===== src/rtl/serial_adder_pkg.sv =====
// Shared types and constants for the bit-serial adder/subtractor.
package serial_adder_pkg;

  typedef enum logic [1:0] {
    IDLE = 2'd0,
    RUN  = 2'd1,
    DONE = 2'd2
  } state_e;

  localparam logic MODE_ADD = 1'b0;
  localparam logic MODE_SUB = 1'b1;

endpackage


===== src/rtl/serial_adder_fa.sv =====
// Single-bit full adder cell, the datapath element of the serial adder.
module one_bit_full_adder (
  input  logic a_i,
  input  logic b_i,
  input  logic c_i,
  output logic s_o,
  output logic c_o
);

  assign s_o = a_i ^ b_i ^ c_i;
  assign c_o = (a_i & b_i) | (c_i & (a_i ^ b_i));

endmodule


===== src/rtl/serial_adder.sv =====
// Bit-serial adder/subtractor, one bit per clock LSB first, valid/ready on both sides.
// Optional unsigned saturation on completion when SERIAL_ADDER_SAT_EN is defined.
module serial_adder
  import serial_adder_pkg::*;
#(
  parameter int WIDTH = 8
) (
  input  logic             clk,
  input  logic             rst_n,
  input  logic             in_valid,
  output logic             in_ready,
  input  logic [WIDTH-1:0] a,
  input  logic [WIDTH-1:0] b,
  input  logic             mode,
  output logic             out_valid,
  input  logic             out_ready,
  output logic [WIDTH-1:0] sum,
  output logic             c_out,
  output logic             overflow
);

  localparam int CNT_W = $clog2(WIDTH);

  state_e           state_q, state_d;
  logic [CNT_W-1:0] cnt_q, cnt_d;
  logic [WIDTH-1:0] a_q, a_d;
  logic [WIDTH-1:0] b_q, b_d;
  logic [WIDTH-1:0] sum_q, sum_d;
  logic             carry_q, carry_d;
  logic             c_out_q, c_out_d;
  logic             ovf_q, ovf_d;
`ifdef SERIAL_ADDER_SAT_EN
  logic             mode_q, mode_d;
`endif

  logic fa_s;
  logic fa_c;
  logic last_bit;

  one_bit_full_adder u_fa (
    .a_i (a_q[0]),
    .b_i (b_q[0]),
    .c_i (carry_q),
    .s_o (fa_s),
    .c_o (fa_c)
  );

  assign last_bit = (cnt_q == CNT_W'(WIDTH - 1));

  always_ff @(posedge clk or negedge rst_n) begin
    if (!rst_n) begin
      state_q <= IDLE;
      cnt_q   <= '0;
      a_q     <= '0;
      b_q     <= '0;
      sum_q   <= '0;
      carry_q <= 1'b0;
      c_out_q <= 1'b0;
      ovf_q   <= 1'b0;
`ifdef SERIAL_ADDER_SAT_EN
      mode_q  <= MODE_ADD;
`endif
    end else begin
      state_q <= state_d;
      cnt_q   <= cnt_d;
      a_q     <= a_d;
      b_q     <= b_d;
      sum_q   <= sum_d;
      carry_q <= carry_d;
      c_out_q <= c_out_d;
      ovf_q   <= ovf_d;
`ifdef SERIAL_ADDER_SAT_EN
      mode_q  <= mode_d;
`endif
    end
  end

  always_comb begin
    state_d = state_q;
    cnt_d   = cnt_q;
    a_d     = a_q;
    b_d     = b_q;
    sum_d   = sum_q;
    carry_d = carry_q;
    c_out_d = c_out_q;
    ovf_d   = ovf_q;
`ifdef SERIAL_ADDER_SAT_EN
    mode_d  = mode_q;
`endif
    case (state_q)
      IDLE: begin
        if (in_valid) begin
          // Subtraction is a + ~b + 1: invert b here and seed the carry with 1.
          a_d     = a;
          b_d     = (mode == MODE_SUB) ? ~b : b;
          carry_d = mode;
          cnt_d   = '0;
`ifdef SERIAL_ADDER_SAT_EN
          mode_d  = mode;
`endif
          state_d = RUN;
        end
      end
      RUN: begin
        sum_d   = {fa_s, sum_q[WIDTH-1:1]};
        a_d     = {1'b0, a_q[WIDTH-1:1]};
        b_d     = {1'b0, b_q[WIDTH-1:1]};
        carry_d = fa_c;
        cnt_d   = cnt_q + CNT_W'(1);
        if (last_bit) begin
          c_out_d = fa_c;
          ovf_d   = carry_q ^ fa_c;
          state_d = DONE;
`ifdef SERIAL_ADDER_SAT_EN
          if ((mode_q == MODE_ADD) && fa_c) begin
            sum_d = '1;
          end else if ((mode_q == MODE_SUB) && !fa_c) begin
            sum_d = '0;
          end
`endif
        end
      end
      DONE: begin
        if (out_ready) begin
          state_d = IDLE;
        end
      end
      default: state_d = IDLE;
    endcase
  end

  assign in_ready  = (state_q == IDLE);
  assign out_valid = (state_q == DONE);
  assign sum       = sum_q;
  assign c_out     = c_out_q;
  assign overflow  = ovf_q;

endmodule


===== config.mk =====
export PLATFORM = sky130hd
export DESIGN_NAME = serial_adder
export DESIGN_NICKNAME = d
export VERILOG_FILES = /design/src/rtl/serial_adder_pkg.sv /design/src/rtl/serial_adder_fa.sv /design/src/rtl/serial_adder.sv
export SDC_FILE = /design/constraint.sdc
export NUM_CORES = 1
export LEC_CHECK = 0
export ABC_AREA = 0
export BUFFER_PORTS_ARGS = -buffer_cell sky130_fd_sc_hd__buf_4
export CORE_ASPECT_RATIO = 1.1
export CORE_MARGIN = 5
export CORE_UTILIZATION = 55
export DETAILED_ROUTE_END_ITERATION = 6
export PLACE_DENSITY = 0.9
export SYNTH_ARGS = -nofsm -noshare
export SYNTH_HDL_FRONTEND = slang
export SYNTH_SLANG_ARGS = --single-unit

===== constraint.sdc =====
create_clock -name clk -period 2.55 [get_ports clk]
set_input_delay 0.255 -clock clk [delete_from_list [all_inputs] [get_ports clk]]
set_output_delay 0.255 -clock clk [all_outputs]
set_load 0.1 [all_outputs]

==> flow_summary.yaml, run 1 <==
outcome:
  status: "complete, no violations"
hold_path:
  worstHoldPathCells: 2
  worstHoldPathType: "input pin to flop"
layout:
  multi_input_area_um2: 611
  stdcell_area_um2: 1800
  area_growth_syn_to_layout_pct: 21.9
  fin_nets: 186
  seq_area_um2: 801
  layout_common_cells: "buf_4, dfrtp_1, nand2_1"
  layout_commonest_cell: "buf_4"
  drive_above_1_share_pct: 34.4
  diodes: 0
  fill_cells: 174
clocking:
  post_cts_buffers: 0
  cts_resized: 0
  cts_max_level: 2
  cts_sinks: 32
  cts_hold_buf: 1
  cts_tree: "yes"
  path_clk_slew_ns: 0.10
  cts_buffers: 5
  clk_path_buf_depth: 2
  cts_root_buffer: "clkbuf_4"
  worstSkewPairLatency_ns: 0.33
timing:
  hold_violations: 0
  maxSlewViolCount: 0
  finClkSkew_ns: 0.0134
  period_minus_slack_ns: 1.89
  fin_crit_sh_pct: 74.2
  fmax_ghz: 0.529
  setup_violations: 0
  rsz0062_at_grt: "no"
  worst_pin_slew_ns: 0.864
  fin_tns_setup_ns: 0
  max_slew_margin_pct: 42.3
setup_path:
  crit_end: "out_valid"
  reg2reg_to: "sum[2]$_DFFE_PN0P_"
  cp-start-kind: "flop"
  crit_arrival_ns: 1.64
  required_ns: 2.30
  crit_type: "flop to primary output"
  regToRegStartpoint: "state_q[1]$_DFFE_PN0P_"
  crit_path_max_fanout: 17
  reg2reg_depth: 2
  r2r_setup_slack_ns: 0.74
  critPathCaptureType: "primary output"
  crit_start: "state_q[1]$_DFFE_PN0P_"
placement:
  dp_hpwl_mm: 1.99
  numPortBuffers: 32
  gp_congestion: 0.723
  placed_area_um2: 1710
logic_synthesis:
  synth_top_area_share_pct: 54.2
  ys_ff_latch: 32
  syn_area_um2: 1480
  yosys_warnings: 0
  synth_nets: 153
  avgSynthCellArea_um2: 11.4
  synth.largest_area_cell: "dfrtp_1"
  synth-seq-area-share_pct: 54.2
  synth_cells: 129
  synthTopCellsByArea: "dfrtp_1, mux2_2, xnor2_1, o21ai_0, a22oi_1"
  synth_cell_types: 28
detailed_routing:
  wire_per_inst_um: 14.6
  drtPass1Iterations: 4
  vias: 1088
  ant_nets: 0
  vias_per_cell: 5.61
  routed_wl_mm: 2.84
  drc: 0
  drtIter0Drc: 29
global_routing:
  grt_max_degree: 33
  grt_pass1_vias: 1151
  grt_use_total_pct: 17.8
  grt_overflow: 0
  antenna_found_initial: 0
  grt_pass1_wl_mm: 5.24
floorplanning:
  core-area_um2: 2540
  die-area_um2: 3820
  die_x_um: 59.4
  fp.dieH_um: 64.3
  start_util_pct: 58.0
  ios: 33
  rows: 19
flow_run:
  max_cap_violations: 0
==> sequential cells by signal (all words and copies together) (netlist names) <==
signal / flops
overflow: 1
state_q: 2
cnt_q: 3
b_q: 8
c_out: 1
carry_q: 1
sum: 8
a_q: 8
==> synthesized netlist by cell type (all sizes together) <==
cell and count:
or3b 1, dfrtp 32, fa 1, clkbuf 3, inv 2, a21oi 1, nor2 8, nor2b 2
ha 2, a221o 5, a22oi 8, nand2 15, o31ai 1, xnor2 8, mux2 9, o21ai 12
buf 6, nand3b 1, nand3 2, o21bai 1, a22o 2, and2b 2, a31oi 2, xor2 1
o211ai 2
==> worst max-delay path: stages, from the launching register on <==
cell	delay [ns]
dfrtp_1	0.61
inv_1	0.24
nor2_1	0.15
buf_4	0.30
==> per-stage QoR <==
step / hold slack (ns) / utilization, % / instances / setup WS [ns]
floorplan: -0.0406 / - / 129 / 0.331
global placement: 0.202 / 67.3 / 185 / 0.824
detailed placement: 0.210 / 67.3 / 185 / 0.740
CTS: 0.0848 / 70.7 / 194 / 0.669
global route: 0.0655 / 70.7 / 194 / 0.508
finish: 0.0903 / 70.7 / 194 / 0.659
==> final cells by class <==
type | count | share of cell area [%]
clock buffer | 6 | 2.29
clock inverter | 2 | 1.95
inverter | 2 | 0.417
multi-input combinational | 86 | 33.9
sequential | 32 | 44.5
tap | 31 | 2.16
timing repair buffer | 35 | 14.7
==> routing by layer <==
metal  GRT usage, %  vias to the layer above  part of all wire [%]
met3           6.04                        7                   6.8
met5              0                        -                     0
li1               -                      523                     -
met2           28.7                       33                    50
met1           22.2                      525                    42
met4           5.67                        0                   1.3
==> logic make-up after synthesis <==
family | share of synthesized area (%)
AOI/OAI and AO/OA | 16.6
buffers and inverters | 4.41
xor gates and xnor gates | 5.34
and+or+nand+nor | 9.49
adders and majority gates | 3.05
DFF | 54.2
muxes | 6.86
==> worst min path at each step <==
| stage | startpoint | to |
|---|---|---|
| detailed placement | rst_n | sum[0]$_DFFE_PN0P_ |
| global route | out_ready | state_q[1]$_DFFE_PN0P_ |
| CTS | out_ready | state_q[1]$_DFFE_PN0P_ |
| finish | out_ready | state_q[1]$_DFFE_PN0P_ |
| global placement | rst_n | overflow$_DFFE_PN0P_ |
| floorplan | rst_n | a_q[0]$_DFFE_PN0P_ |
Power of run 1 is not shown: default switching activity piles up to over one toggle a cycle in this logic, so the estimate is an artifact.
==> run 2: changes to the inputs <==
CORE_UTILIZATION = 47   (was 55)
PLACE_DENSITY = 0.83   (was 0.9)
clock period = 1.6 ns   (was 2.55 ns; I/O delays follow)
==> run 2 against run 1 <==
Critical path depth unchanged. Clock skew fell by 0.0084 ns. Hold slack gained 0.038 ns. Clock-buffer cell count is 1 lower. Core utilization down 9.9 points. Final cell count increased by 4.1%. Global-route usage is 2.2 points lower.
==> flow_summary.yaml, run 2 (same netlist as run 1, synthesis figures left out) <==
outcome:
  status: "complete, no violations"
setup_path:
  cpPeakStageDelay_ns: 0.47
  path_buf_inv: 2
  critPathCaptureType: "primary output"
  regToRegStartpoint: "cnt_q[0]$_DFFE_PN0P_"
  r2r_setup_slack_ns: 0.19
  reg2reg_to: "c_out$_DFFE_PN0P_"
  cp_cell_sequence: "buf_4 > nor2_2 > buf_4"
  cp_top_family: "buffers and inverters"
  path_common_cell: "buf_4"
  cp_slowest_cell: "dfrtp_1"
  crit_arrival_ns: 1.35
  cp-start-kind: "flop"
  required_ns: 1.44
  reg2reg_depth: 4
  crit_type: "flop to primary output"
  crit_path_max_fanout: 8
layout:
  fin_nets: 191
  final_cells: 202
  multi_input_area_um2: 616
  area_growth_syn_to_layout_pct: 25.5
  layout_commonest_cell: "buf_4"
  diodes: 0
  drive_above_1_share_pct: 38.1
  seq_area_um2: 802
  fill_cells: 244
  layout_common_cells: "buf_4, dfrtp_1, nand2_1"
clocking:
  clk_path_buf_depth: 2
  cts_buffers: 5
  post_cts_buffers: 0
  cts_root_buffer: "clkbuf_4"
  cts_max_level: 2
  cts_sinks: 32
  path_clk_slew_ns: 0.10
  worstSkewPairLatency_ns: 0.33
  cts_tree: "yes"
hold_path:
  worstHoldPathType: "input pin to flop"
  hold_path.startpoint: "a[1]"
  worstHoldEndpoint: "a_q[1]$_DFFE_PN0P_"
  worstHoldPathCells: 3
timing:
  worst_pin_slew_ns: 0.585
  whs_ns: 0.128
  fmax_ghz: 0.663
  setup_violations: 0
  hold_violations: 0
  setup_slack_ns: 0.0914
  max_slew_margin_pct: 60.9
  period_minus_slack_ns: 1.51
  maxSlewViolCount: 0
  fin_crit_sh_pct: 94.3
  finClkSkew_ns: 0.00504
  rsz0062_at_grt: "no"
detailed_routing:
  vias_per_cell: 5.50
  ant_nets: 0
  routed_wl_mm: 2.91
  wire_per_inst_um: 14.4
  vias: 1110
  drtIter0Drc: 52
  drc: 0
  drtPass1Iterations: 4
floorplanning:
  rows: 21
  core-area_um2: 3050
  die_x_um: 63.4
  fp.dieH_um: 68.8
  die-area_um2: 4360
  ios: 33
  start_util_pct: 48.4
global_routing:
  grt_use_total_pct: 15.6
  grt_overflow: 0
  grt_max_degree: 33
  grt_pass1_wl_mm: 5.31
  antenna_found_initial: 0
  grt_pass1_vias: 1186
power_and_ir_drop:
  p_per_area_nw_per_um2: 2330
  clockPowerShare_pct: 14.0
  peakVddDrop_mv: 2.43
  p_sw_uw: 2090
  leakagePower_uw: 0.000851
  p_sw_share_pct: 48.4
  cellInternalPower_uw: 2230
  pwr-share-seq_pct: 32.4
  comb_power_share_pct: 53.6
flow_run:
  max_cap_violations: 0
placement:
  preCtsSetupSlack_ns: 0.195
  dp_hpwl_mm: 2.09
  gp_congestion: 0.734
  numPortBuffers: 32
  dpl.cell_count: 192
run 2: changes by cell type in the layout (fill, tap and decap cells not counted), sizes merged:
cell / delta
buf: +4
clkbuf: -1
clkinvlp: +1
dlygate4sd3: +1
run 2: worst min-delay path, cell delays in order:
cell and delay (ns):
buf_4 0.08, a22oi_1 0.05, o21ai_0 0.13
run 2: worst max path at each step:
| stage | slack (ns) | endpoint | depth (start not counted) | from |
|---|---|---|---|---|
| after global routing | 0.02 | in_ready | 3 | state_q[0]$_DFFE_PN0P_ |
| final | 0.09 | in_ready | 3 | state_q[0]$_DFFE_PN0P_ |
| after global placement | 0.25 | c_out$_DFFE_PN0P_ | 4 | cnt_q[0]$_DFFE_PN0P_ |
| after CTS | 0.0006 | out_valid | 3 | state_q[1]$_DFFE_PN0P_ |
| after detailed placement | 0.19 | c_out$_DFFE_PN0P_ | 4 | cnt_q[0]$_DFFE_PN0P_ |
| after floorplan | -0.06 | in_ready | 3 | state_q[0]$_DFFE_PN0P_ |
run 2: final cells by class:
class	count	share of cell area, %
Clock inverter	3	2.30
Clock buffer	5	2.03
Sequential cell	32	43.3
Inverter	2	0.405
Tap cell	34	2.30
Multi-Input combinational cell	86	33.2
Timing Repair Buffer	40	16.5
run 2: per-stage QoR:
stage               power (uW)  util, %  setup TNS [ns]  area [um^2]
finish                    4320     60.8               0         1850
global route              4590     60.8               0         1850
CTS                       4370     60.8               0         1850
detailed placement        3750     57.5               0         1750
global placement          3670     57.5               0         1750
floorplan                 3250        -          -0.126         1480
run 2: power by group through the flow:
| stage | Sequential [uW] | Clock (uW) | Combinational, uW |
|---|---|---|---|
| floorplan | 2270 | 0 | 985 |
| global placement | 1390 | 0 | 2280 |
| detailed placement | 1420 | 0 | 2340 |
| CTS | 1400 | 623 | 2340 |
| global route | 1460 | 654 | 2480 |
| finish | 1400 | 605 | 2320 |
run 2: routing by layer:
metal | track usage [%] | part of all wire, % | up-vias | wire [um]
li1 | - | - | 532 | -
met1 | 18.3 | 44 | 544 | 1290
met2 | 26.8 | 49 | 34 | 1420
met3 | 4.70 | 6.6 | 0 | 192
met4 | 6.49 | 0 | 0 | 0
met5 | 0 | 0 | - | 0
run 2: repair_timing:
item	4_1_cts	5_1_grt
endpoints found under the hold margin	33	0
setup endpoints to repair	0	1
hold buffers	2	0
resized for setup	0	1
Power figures use the tool's default switching activity.
==> run 3: changes to the inputs <==
GPL_TIMING_DRIVEN = 0   (was not set)
==> run 3 against run 2 <==
Critical path depth unchanged. Clock power down 21%. Core utilization increased by 0.12 points. Non-clock buffer count rose by 1. Global-route usage decreased by 0.41 points. Largest power group unchanged. Highest routed layer is now met4.
==> flow_summary.yaml, run 3 (same netlist as run 1, synthesis figures left out) <==
outcome:
  status: "complete, no violations"
placement:
  placed_area_um2: 1760
  gp_congestion: 0.797
  dpl.cell_count: 194
  dp_hpwl_mm: 2.17
  preCtsSetupSlack_ns: 0.147
  numPortBuffers: 31
setup_path:
  required_ns: 1.44
  crit_arrival_ns: 1.37
  cp-start-kind: "flop"
  crit_type: "flop to primary output"
  crit_path_max_fanout: 19
  regToRegStartpoint: "cnt_q[0]$_DFFE_PN0P_"
  critPathCaptureType: "primary output"
  crit_start: "state_q[0]$_DFFE_PN0P_"
timing:
  max_slew_margin_pct: 71.9
  period_minus_slack_ns: 1.53
  fmax_ghz: 0.655
  rsz0062_at_grt: "no"
  setup_slack_ns: 0.0744
  finClkSkew_ns: 0.00597
  hold_violations: 0
  setup_violations: 0
  maxSlewViolCount: 0
  fin_crit_sh_pct: 95.3
  whs_ns: 0.124
  worst_pin_slew_ns: 0.421
power_and_ir_drop:
  fin_total_pwr_uw: 4270
  peakVddDrop_mv: 2.08
  clockPowerShare_pct: 11.2
  p_sw_share_pct: 49.2
  cellInternalPower_uw: 2170
  leakagePower_uw: 0.000848
  p_per_area_nw_per_um2: 2300
  pwr-share-seq_pct: 32.4
  comb_power_share_pct: 56.4
  p_sw_uw: 2100
layout:
  stdcell_area_um2: 1860
  area_growth_syn_to_layout_pct: 25.8
  layout_commonest_cell: "dfrtp_1"
  diodes: 0
  fill_cells: 253
  drive_above_1_share_pct: 36.7
  layout_common_cells: "dfrtp_1, buf_4, nand2_1"
  final_cells: 203
  fin_nets: 192
floorplanning:
  die_x_um: 63.4
  start_util_pct: 48.4
  fp.dieH_um: 68.8
  ios: 33
  rows: 21
  core-area_um2: 3050
  die-area_um2: 4360
detailed_routing:
  drc: 0
  vias: 1106
  wire_per_inst_um: 14.6
  drtIter0Drc: 23
  routed_wl_mm: 2.97
  ant_nets: 0
  drtPass1Iterations: 4
  vias_per_cell: 5.45
global_routing:
  grt_pass1_wl_mm: 5.21
  antenna_found_initial: 0
  grt_max_degree: 33
  grt_use_total_pct: 15.2
  grt_pass1_vias: 1142
  grt_overflow: 0
clocking:
  cts_buffers: 5
  clk_path_buf_depth: 2
  path_clk_slew_ns: 0.09
  cts_sinks: 32
  worstSkewPairLatency_ns: 0.33
  cts_root_buffer: "clkbuf_4"
  cts_tree: "yes"
  post_cts_buffers: 0
  cts_max_level: 2
hold_path:
  worstHoldPathType: "input pin to flop"
  hold_path.startpoint: "a[0]"
flow_run:
  max_cap_violations: 0
## run 3: cell types whose count changed in the layout (fill, tap and decap cells not counted), sizes merged
cell / change
clkinv: -1
bufinv: -1
clkinvlp: -1
clkbuf: +5
buf: -1
## run 3: per-stage QoR
step | utilization (%) | TNS (ns)
2_1_floorplan | - | -0.126
3_3_place_gp | 57.6 | 0
3_5_place_dp | 57.6 | 0
4_1_cts | 60.6 | 0
5_1_grt | 60.9 | 0
6_report | 60.9 | 0
## run 3: area by class of cell
class | count | area (um^2) | area share, %
Inverter | 2 | 7.51 | 0.404
Buffer | 8 | 53.8 | 2.90
Clock buffer | 8 | 58.8 | 3.17
Multi-Input combinational cell | 86 | 623 | 33.6
Timing Repair Buffer | 33 | 269 | 14.5
Sequential cell | 32 | 802 | 43.2
Tap cell | 34 | 42.5 | 2.29
## run 3: worst max-delay path, cell delays in order (launching register included)
cell and delay, ns:
dfrtp_1 0.41, buf_2 0.26, nor2_2 0.14, buf_6 0.23
## run 3: power by group through the flow
stage               Sequential, uW  Combinational [uW]  Clock [uW]
floorplan                     2270                 985           0
global placement              1380                2320           0
detailed placement            1410                2380           0
CTS                           1390                2420         492
global route                  1430                2570         528
finish                        1390                2410         477
## run 3: final timing paths
check / endpoint / slack (ns) / cells after the start
max: out_valid / 0.07 / 3
min: a_q[0]$_DFFE_PN0P_ / 0.12 / 3
max reg2reg: c_out$_DFFE_PN0P_ / 0.14 / 4
min reg2reg: a_q[4]$_DFFE_PN0P_ / 0.50 / 2
max in group asynchronous: state_q[1]$_DFFE_PN0P_ / 1.00 / 2
min in group asynchronous: overflow$_DFFE_PN0P_ / 0.30 / 2
## run 3: timing repair
item | CTS | global route
gates resized for setup | 5 | 3
setup endpoints to repair | 2 | 9
endpoints found under the hold margin | 33 | 0
pin swaps | 0 | 0
hold buffers | 2 | 0
## run 3: metal layers
metal	track usage [%]	part of all wire [%]
met5	0	0
met4	4.68	1.1
met2	26.5	48
met1	17.8	44
met3	5.02	7.1
